### src/rtl/sos_receiver.sv
// sos_receiver: Morse receiver that measures mark/space run lengths on a
// keyed line, classifies marks as dots or dashes, assembles letters and
// flags the letter sequence S-O-S (overlapping detection).
//
// Optional build macro SOS_RX_INPUT_SYNC_EN: when defined, dataIn passes
// through a 2-flop synchronizer (reset to 0) before the line FSM, adding
// two cycles to every output timing. When undefined, dataIn drives the
// line FSM directly for a synchronous connection to the driver.
module sos_receiver #(
  parameter int CNT_W      = 5,
  parameter int DOT_MAX    = 2,
  parameter int DASH_MAX   = 6,
  parameter int LETTER_GAP = 3,
  parameter int WORD_GAP   = 7
) (
  input  logic       clk,
  input  logic       rst,
  input  logic       dataIn,
  output logic       dotPulse,
  output logic       dashPulse,
  output logic       letterValid,
  output logic [1:0] letterCode,
  output logic       sosDetected,
  output logic       errorFlag
);

  typedef enum logic [1:0] {IDLE, MARK, SPACE} line_state_t;
  typedef enum logic [1:0] {SEQ0, SEQ_S, SEQ_SO} seq_state_t;

  localparam logic [CNT_W-1:0] CNT_ONE      = CNT_W'(1);
  localparam logic [CNT_W-1:0] CNT_MAX      = '1;
  localparam logic [CNT_W-1:0] DOT_MAX_C    = CNT_W'(DOT_MAX);
  localparam logic [CNT_W-1:0] DASH_MAX_C   = CNT_W'(DASH_MAX);
  localparam logic [CNT_W-1:0] LETTER_GAP_C = CNT_W'(LETTER_GAP);
  localparam logic [CNT_W-1:0] WORD_GAP_C   = CNT_W'(WORD_GAP);

  localparam logic [1:0] CODE_OTHER = 2'd0;
  localparam logic [1:0] CODE_S     = 2'd1;
  localparam logic [1:0] CODE_O     = 2'd2;

  logic line_in;

`ifdef SOS_RX_INPUT_SYNC_EN
  logic [1:0] sync_reg;

  // Two-flop synchronizer for an asynchronous keyed line
  always_ff @(posedge clk) begin
    if (rst) sync_reg <= 2'b00;
    else     sync_reg <= {sync_reg[0], dataIn};
  end

  assign line_in = sync_reg[1];
`else
  assign line_in = dataIn;
`endif

  line_state_t      state_reg, state_next;
  seq_state_t       seq_reg, seq_next;
  logic [CNT_W-1:0] mark_cnt_reg, mark_cnt_next;
  logic [CNT_W-1:0] space_cnt_reg, space_cnt_next;
  logic [2:0]       elem_cnt_reg, elem_cnt_next;
  logic             all_dot_reg, all_dot_next;
  logic             all_dash_reg, all_dash_next;
  logic             dot_reg, dot_next;
  logic             dash_reg, dash_next;
  logic             err_reg, err_next;
  logic             lv_reg, lv_next;
  logic             sos_reg, sos_next;
  logic [1:0]       code_reg, code_next;
  logic [1:0]       code_now;
  logic             space_step;

  // State, counters, letter buffer and registered outputs
  always_ff @(posedge clk) begin
    if (rst) begin
      state_reg     <= IDLE;
      seq_reg       <= SEQ0;
      mark_cnt_reg  <= '0;
      space_cnt_reg <= '0;
      elem_cnt_reg  <= 3'd0;
      all_dot_reg   <= 1'b1;
      all_dash_reg  <= 1'b1;
      dot_reg       <= 1'b0;
      dash_reg      <= 1'b0;
      err_reg       <= 1'b0;
      lv_reg        <= 1'b0;
      sos_reg       <= 1'b0;
      code_reg      <= CODE_OTHER;
    end else begin
      state_reg     <= state_next;
      seq_reg       <= seq_next;
      mark_cnt_reg  <= mark_cnt_next;
      space_cnt_reg <= space_cnt_next;
      elem_cnt_reg  <= elem_cnt_next;
      all_dot_reg   <= all_dot_next;
      all_dash_reg  <= all_dash_next;
      dot_reg       <= dot_next;
      dash_reg      <= dash_next;
      err_reg       <= err_next;
      lv_reg        <= lv_next;
      sos_reg       <= sos_next;
      code_reg      <= code_next;
    end
  end

  // Line FSM, mark classification, letter assembly and sequence tracking
  always_comb begin
    state_next     = state_reg;
    seq_next       = seq_reg;
    mark_cnt_next  = mark_cnt_reg;
    space_cnt_next = space_cnt_reg;
    elem_cnt_next  = elem_cnt_reg;
    all_dot_next   = all_dot_reg;
    all_dash_next  = all_dash_reg;
    dot_next       = 1'b0;
    dash_next      = 1'b0;
    err_next       = 1'b0;
    lv_next        = 1'b0;
    sos_next       = 1'b0;
    code_next      = code_reg;
    code_now       = CODE_OTHER;
    // A low sample while a mark or space is in progress advances the space count
    space_step     = (state_reg != IDLE) && !line_in;

    case (state_reg)
      IDLE: begin
        if (line_in) begin
          state_next    = MARK;
          mark_cnt_next = CNT_ONE;
        end
      end
      MARK: begin
        if (line_in) begin
          if (mark_cnt_reg != CNT_MAX) mark_cnt_next = mark_cnt_reg + CNT_ONE;
        end else begin
          state_next     = SPACE;
          space_cnt_next = CNT_ONE;
          if (mark_cnt_reg <= DOT_MAX_C) begin
            dot_next      = 1'b1;
            all_dash_next = 1'b0;
            if (elem_cnt_reg != 3'd7) elem_cnt_next = elem_cnt_reg + 3'd1;
          end else if (mark_cnt_reg <= DASH_MAX_C) begin
            dash_next    = 1'b1;
            all_dot_next = 1'b0;
            if (elem_cnt_reg != 3'd7) elem_cnt_next = elem_cnt_reg + 3'd1;
          end else begin
            // Overlong mark: drop the partial letter and restart the sequence
            err_next      = 1'b1;
            elem_cnt_next = 3'd0;
            all_dot_next  = 1'b1;
            all_dash_next = 1'b1;
            seq_next      = SEQ0;
          end
        end
      end
      SPACE: begin
        if (line_in) begin
          state_next    = MARK;
          mark_cnt_next = CNT_ONE;
        end else if (space_cnt_reg != CNT_MAX) begin
          space_cnt_next = space_cnt_reg + CNT_ONE;
        end
      end
      default: state_next = IDLE;
    endcase

    // Letter end is judged on the buffer including any element just added
    if (space_step && (space_cnt_next == LETTER_GAP_C) && (elem_cnt_next != 3'd0)) begin
      if ((elem_cnt_next == 3'd3) && all_dot_next)       code_now = CODE_S;
      else if ((elem_cnt_next == 3'd3) && all_dash_next) code_now = CODE_O;
      else                                               code_now = CODE_OTHER;
      lv_next       = 1'b1;
      code_next     = code_now;
      elem_cnt_next = 3'd0;
      all_dot_next  = 1'b1;
      all_dash_next = 1'b1;
      case (seq_reg)
        SEQ0:    seq_next = (code_now == CODE_S) ? SEQ_S : SEQ0;
        SEQ_S: begin
          if (code_now == CODE_O)      seq_next = SEQ_SO;
          else if (code_now == CODE_S) seq_next = SEQ_S;
          else                         seq_next = SEQ0;
        end
        SEQ_SO: begin
          if (code_now == CODE_S) begin
            sos_next = 1'b1;
            seq_next = SEQ_S;   // the final S may start the next SOS
          end else begin
            seq_next = SEQ0;
          end
        end
        default: seq_next = SEQ0;
      endcase
    end

    // A long silence ends the word: forget the sequence and go idle
    if (space_step && (space_cnt_next == WORD_GAP_C)) begin
      state_next    = IDLE;
      seq_next      = SEQ0;
      elem_cnt_next = 3'd0;
      all_dot_next  = 1'b1;
      all_dash_next = 1'b1;
    end
  end

  assign dotPulse    = dot_reg;
  assign dashPulse   = dash_reg;
  assign errorFlag   = err_reg;
  assign letterValid = lv_reg;
  assign letterCode  = code_reg;
  assign sosDetected = sos_reg;

endmodule

### config.mk
export PLATFORM = sky130hd
export DESIGN_NAME = sos_receiver
export DESIGN_NICKNAME = d
export VERILOG_FILES = /design/src/rtl/sos_receiver.sv
export SDC_FILE = /design/constraint.sdc
export NUM_CORES = 1
export LEC_CHECK = 0
export BUFFER_PORTS_ARGS = -buffer_cell sky130_fd_sc_hd__buf_2
export CAP_MARGIN = 20
export CELL_PAD_IN_SITES_DETAIL_PLACEMENT = 0
export CELL_PAD_IN_SITES_GLOBAL_PLACEMENT = 2
export CORE_MARGIN = 8
export CORE_UTILIZATION = 36
export DETAILED_ROUTE_END_ITERATION = 16
export GPL_TIMING_DRIVEN = 0
export PLACE_DENSITY = 0.81
export SKIP_LAST_GASP = 1
export SLEW_MARGIN = 20
export SYNTH_ARGS = -nofsm -noshare
export SYNTH_HDL_FRONTEND = slang
export SYNTH_SLANG_ARGS = --single-unit
### constraint.sdc
create_clock -name clk -period 3.4 [get_ports clk]
set_clock_uncertainty 0.15 [all_clocks]
set_input_delay 0.51 -clock clk [delete_from_list [all_inputs] [get_ports clk]]
set_output_delay 0.51 -clock clk [all_outputs]
set_load 0.01 [all_outputs]
==> After elaboration in Yosys (flattened, before gate mapping) <==
Cells that the tools add are included.
{ "totals": {"register_bits": 26, "input_bits": 3, "output_inout_bits": 7, "word_cells": 102} }
{ "op_classes": {"add_sub_neg": 3, "magnitude_cmp": 2, "n_eq_ne": 19, "n_mux": 39, "n_bitwise": 3, "n_reduce_logical": 23} }
{ "op_table": {"columns": ["op", "n"], "rows": [
  ["$mux 5", 6],
  ["$mux 2", 11],
  ["$pmux 5 s2", 2],
  ["$mux 3", 5],
  ["$mux 1", 13],
  ["$add 5x1->5 const B", 2],
  ["$ne 5x5->1 const B", 2],
  ["$reduce_or 3->1", 3],
  ["$ne 2x1->1 const B", 4],
  ["$pmux 2 s2", 2],
  ["$reduce_and 4->1", 2],
  ["$eq 2x1->1 const B", 3],
  ["$eq 2x2->1 const B", 3],
  ["$logic_and 1x1->1", 6],
  ["$ne 2x2->1 const B", 3],
  ["$reduce_bool 2->1", 3],
  ["$reduce_or 2->1", 3],
  ["$eq 5x2->1 const B", 1],
  ["$eq 5x3->1 const B", 1],
  ["$le 5x2->1 const B", 1],
  ["$le 5x3->1 const B", 1],
  ["$logic_not 2->1", 2],
  ["$reduce_or 4->1", 1],
  ["$add 3x1->3 const B", 1],
  ["other kinds (6)", 8]
]} }

==> Longest topological paths before layout <==
{ "depth": {"depth_word": 16, "depth_mapped": 10, "mapped_depth_nobuf": 9} }

==> Least setup slack after synthesis <==
Ideal clock, no wire load.
{ "synth_path": {"path_kind": "reg-to-reg", "start": "reg state_reg[1]", "end": "reg seq_reg[1]", "setup_time_ns": 0.070, "arrival_ns": 2.298, "t_required_ns": 3.180, "setup_slack_ns": 0.882, "stages_incl_launch_ff": 11, "path_buffers": 2, "path_cell_list": "dfxtp_1 > inv_1 > ha_1 > buf_2 > nor2b_2 > buf_6 > a21bo_1 > and2_4 > a311o_1 > or4_1 > a21oi_1"} }
{ "synth_between": {"elab_chain_cells": 11, "elab_cells_between_ends": 30, "classes_between": "9 x eq/ne; 10 x mux; 11 x reduce/logical"} }
{ "synth_rtl": {"columns": ["element", "line_no", "rtl"], "rows": [
  ["start: declaration", "57", "line_state_t state_reg, state_next;"],
  ["start signal: assignment", "90", "state_reg <= state_next;"],
  ["$eq 2x1->1", "125", "case (state_reg)"],
  ["$mux 3", "125", null],
  ["$eq 3x2->1", "169, 170", null],
  ["$logic_and 1x1->1", "170", "else if ((elem_cnt_next == 3'd3) && all_dash_next) code_now = CODE_O;"],
  ["$mux 2", "170", null],
  ["$mux 2", "169", "if ((elem_cnt_next == 3'd3) && all_dot_next) code_now = CODE_S;"],
  ["$mux 2", "168", "if (space_step && (space_cnt_next == LETTER_GAP_C) && (elem_cnt_next != 3'd0)) begin"],
  ["$eq 2x2->1", "180", "if (code_now == CODE_O) seq_next = SEQ_SO;"],
  ["$mux 2", "180", null],
  ["$pmux 2 s2", "177", "case (seq_reg)"],
  ["$mux 2", "168", null],
  ["end signal: assignment", "91", "seq_reg <= seq_next;"],
  ["end: declaration", "58", "seq_state_t seq_reg, seq_next;"]
]} }
Parallel ways exist; a longest one is shown, timed or not. The select of a mux whose other input is x is not followed.
A chain may end at the register's enable or synchronous reset.

==> Final worst setup path <==
{ "layout_path": {"start": "reg state_reg[0]", "end": "reg elem_cnt_reg[2]"} }
{ "layout_between": {"elab_chain_cells": 6, "elab_cells_between_ends": 13, "classes_between": "4 x eq/ne; 2 x mux; 7 x reduce/logical"} }
{ "layout_rtl": {"columns": ["element", "line_no", "rtl"], "rows": [
  ["$eq 2x2->1 / $eq 2x1->1 (equally long branches)", "125", null],
  ["$pmux 5 s2", "125", null],
  ["$eq 5x2->1", "168", null],
  ["$logic_and 1x1->1 (2 in series)", "168", null],
  ["$reduce_or 3->1 (no source line)", null, null],
  ["end signal: assignment", "94", "elem_cnt_reg <= elem_cnt_next;"],
  ["end: declaration", "61", "logic [2:0] elem_cnt_reg, elem_cnt_next;"]
]} }
Parallel ways exist; a longest one is shown, timed or not.

==> reports/qor.csv <==
metric,value,unit
routed wire length,3.43,mm
most frequent cell after synthesis,dfxtp_1,
Root Driver,clkbuf_8,
Post-CTS Setup Inserts,0,
crit path kind,reg2reg,
Clock power frac,0.319,
unrepaired setup endpoints after global routing,false,
gr usage total,0.108,
Remaining DRCs,0,
ys async rst share,0,
Critical Path AT,3.04,ns
met2 usage,0.179,
CP Capture Type,flop,
fmax,0.328,GHz
Final nets,202,
peak per-stage delay on the critical path,0.41,ns
worst-skew pair later-pin latency,0.27,ns
die height,80.0,µm
Post-Syn Nets,189,
share of the synthesized area in the top cell type,0.353,
worst vdd ir,211,µV
synthesized area,1480,µm²
number of flops mapped to enable cells by yosys,0,
Tot Pwr,620,µW
Hold WC Path Type,reg2reg,
Post-Syn Instances,178,
Slew @ Worst Pin,0.911,ns
Final min period,3.05,ns
TNS Setup,0,ns
DR WL/cell,14.3,µm
Bufs and invs on worst path,2,
Cell Pwr Density,380,nW/µm²
"Max FO, Critical Path",9,
GRT met1 Usage,0.135,
Num CTS Buffers,3,
"top cells by area, synth","dfxtp_1 35%, ha_1 6.8%, a21oi_1 5.1%",
first-pass GRT wire length,5.65,mm
die area,6400,µm²
largest net degree at the start of global routing,15,
sequential power share,0.519,
"Hold Violations, Final",0,
CTS max path bufs,2,
fin. max-slew vios,0,
Sw Share,0.267,
antenna violations before repair,0,
PortBufs,8,
Detailed Routing Iterations Pass 1,4,
Yosys cell types,53,
layout cells sized above 1,0.132,
final antenna-violating net count,0,
Detail Placement HPWL,2.54,mm
CP max stage cell,dfxtp_1,
CTS tree,built,
CP Launch Type,flop,
vias in the first global route,1269,
Area growth syn-to-layout,10.7,%
Slew Limit Headroom,0.393,
sequential area share after synthesis,0.353,
Top Family by Delay on Critical Path,compound AO/OA/AOI/OAI gates,
CTS resizes,0,
CTS Hold Buffers Added,0,
crit share post-route,0.896,
row count,23,
Critical Path RT,3.39,ns
Initial Utilization,0.371,
busiest grt layer,met2,
Commonest cells post-synth,"26 x dfxtp_1, 20 x nor2_1, 19 x nand2_1",
combinational share of power,0.162,
Final setup viols,0,
number of max-cap violations,0,
Main synth FF type,dfxtp_1,
I/O pin total,10,
status,completed,
post-synthesis register bit count,26,
"area leader, netlist",dfxtp_1,
Die X,80.0,µm
worst-path cell chain,inv_1 -> ha_1 -> a21bo_2 -> nor2_1 -> o31ai_1 -> and4b_1 -> clkbuf_1 -> a21o_1 -> a2111oi_0,
drt first-iter violations,75,
met3 Track Usage GR,0.0214,
gp weighted congestion,0.744,
Vias/cell,5.51,
syn_area_per_cell,8.29,µm²
via count,1322,
Clock Sink Count,26,
Net Switching,166,µW
Cell Int Power,455,µW
synth warn,0,
H-tree Lvls,1,
remaining global-route overflow,0,
diode count,0,
Placeable Area,3970,µm²
Pleak,0.620,nW
Clock Pin Slew Worst Setup and Hold Paths,0.09,ns
-- layout by cell type, fill, tap and decap left out, types with 2 or more instances in the layout --
master	count
nand4b_1	3
clkbuf_1	4
a2111oi_0	2
nand4_1	3
dfxtp_1	26
nor4_1	2
o31ai_1	2
nor3_1	4
nand3b_1	2
inv_1	5
buf_6	2
nand3_1	5
a21oi_1	15
nor2b_1	5
buf_2	10
nor2_1	20
a311o_1	2
and4b_1	2
ha_1	8
a31oi_1	4
nand2_1	19
o21ai_0	6
o211ai_1	3
clkbuf_8	4
nand2b_1	3
-- through the flow --
step                      std cells  worst slack [ns]  hold slack [ns]  instance area (µm²)  utilization
final                           240             0.353            0.333                 1630        0.411
after detailed placement        236             0.389            0.318                 1580        0.397
after global placement          236             0.496            0.315                 1580        0.397
after floorplan                 178             0.882            0.311                 1480            -
after CTS                       240             0.347            0.335                 1630        0.411
after global routing            240             0.247            0.360                 1630        0.411
-- per-layer routing --
layer	part of all wire	up-vias
met1	0.50	632
met2	0.46	14
met5	0	-
li1	-	672
met4	0.013	0
met3	0.030	4
-- power groups by stage --
stage	sequential, mW	combinational (mW)	clock [mW]
floorplan	0.327	0.0780	0
global placement	0.328	0.0985	0
detailed placement	0.329	0.0997	0
CTS	0.322	0.100	0.206
global route	0.323	0.112	0.222
finish	0.322	0.101	0.198
-- path summary, 6_finish.rpt --
kind                  from               to  slack, ns  cells past startpoint
min reg2reg  letterCode[0]    letterCode[0]       0.33                      2
max           state_reg[0]  elem_cnt_reg[2]       0.35                      9
min          letterCode[0]    letterCode[0]       0.33                      2
max reg2reg   state_reg[0]  elem_cnt_reg[2]       0.35                      9
-- final cells by class --
| class | instances | area, µm² |
|---|---|---|
| Tap cell | 50 | 62.6 |
| Inverter | 6 | 22.5 |
| Multi-Input combinational cell | 138 | 885 |
| Clock buffer | 4 | 55.1 |
| Sequential cell | 26 | 520 |
| Timing Repair Buffer | 8 | 40.0 |
| Buffer | 8 | 47.5 |
| Fill cell | 412 | 2340 |
-- worst reg2reg max path, cell delays in order (launching register included) --
cell	delay [ns]
dfxtp_1	0.41
inv_1	0.10
ha_1	0.41
a21bo_2	0.28
nor2_1	0.07
o31ai_1	0.37
and4b_1	0.24
clkbuf_1	0.16
a21o_1	0.31
a2111oi_0	0.41
-- cell families (layout without fill, tap and decap cells) --
group / after synthesis / count (layout) / synth area share
xor+xnor: 1 / 1 / 0.00594
buf+inv: 14 / 26 / 0.0475
fa+ha+maj: 8 / 8 / 0.0679
mux: 2 / 2 / 0.0144
compound gates: 47 / 47 / 0.216
simple gates: 80 / 80 / 0.295
flops: 26 / 26 / 0.353
(Power assumes the default switching activity.)
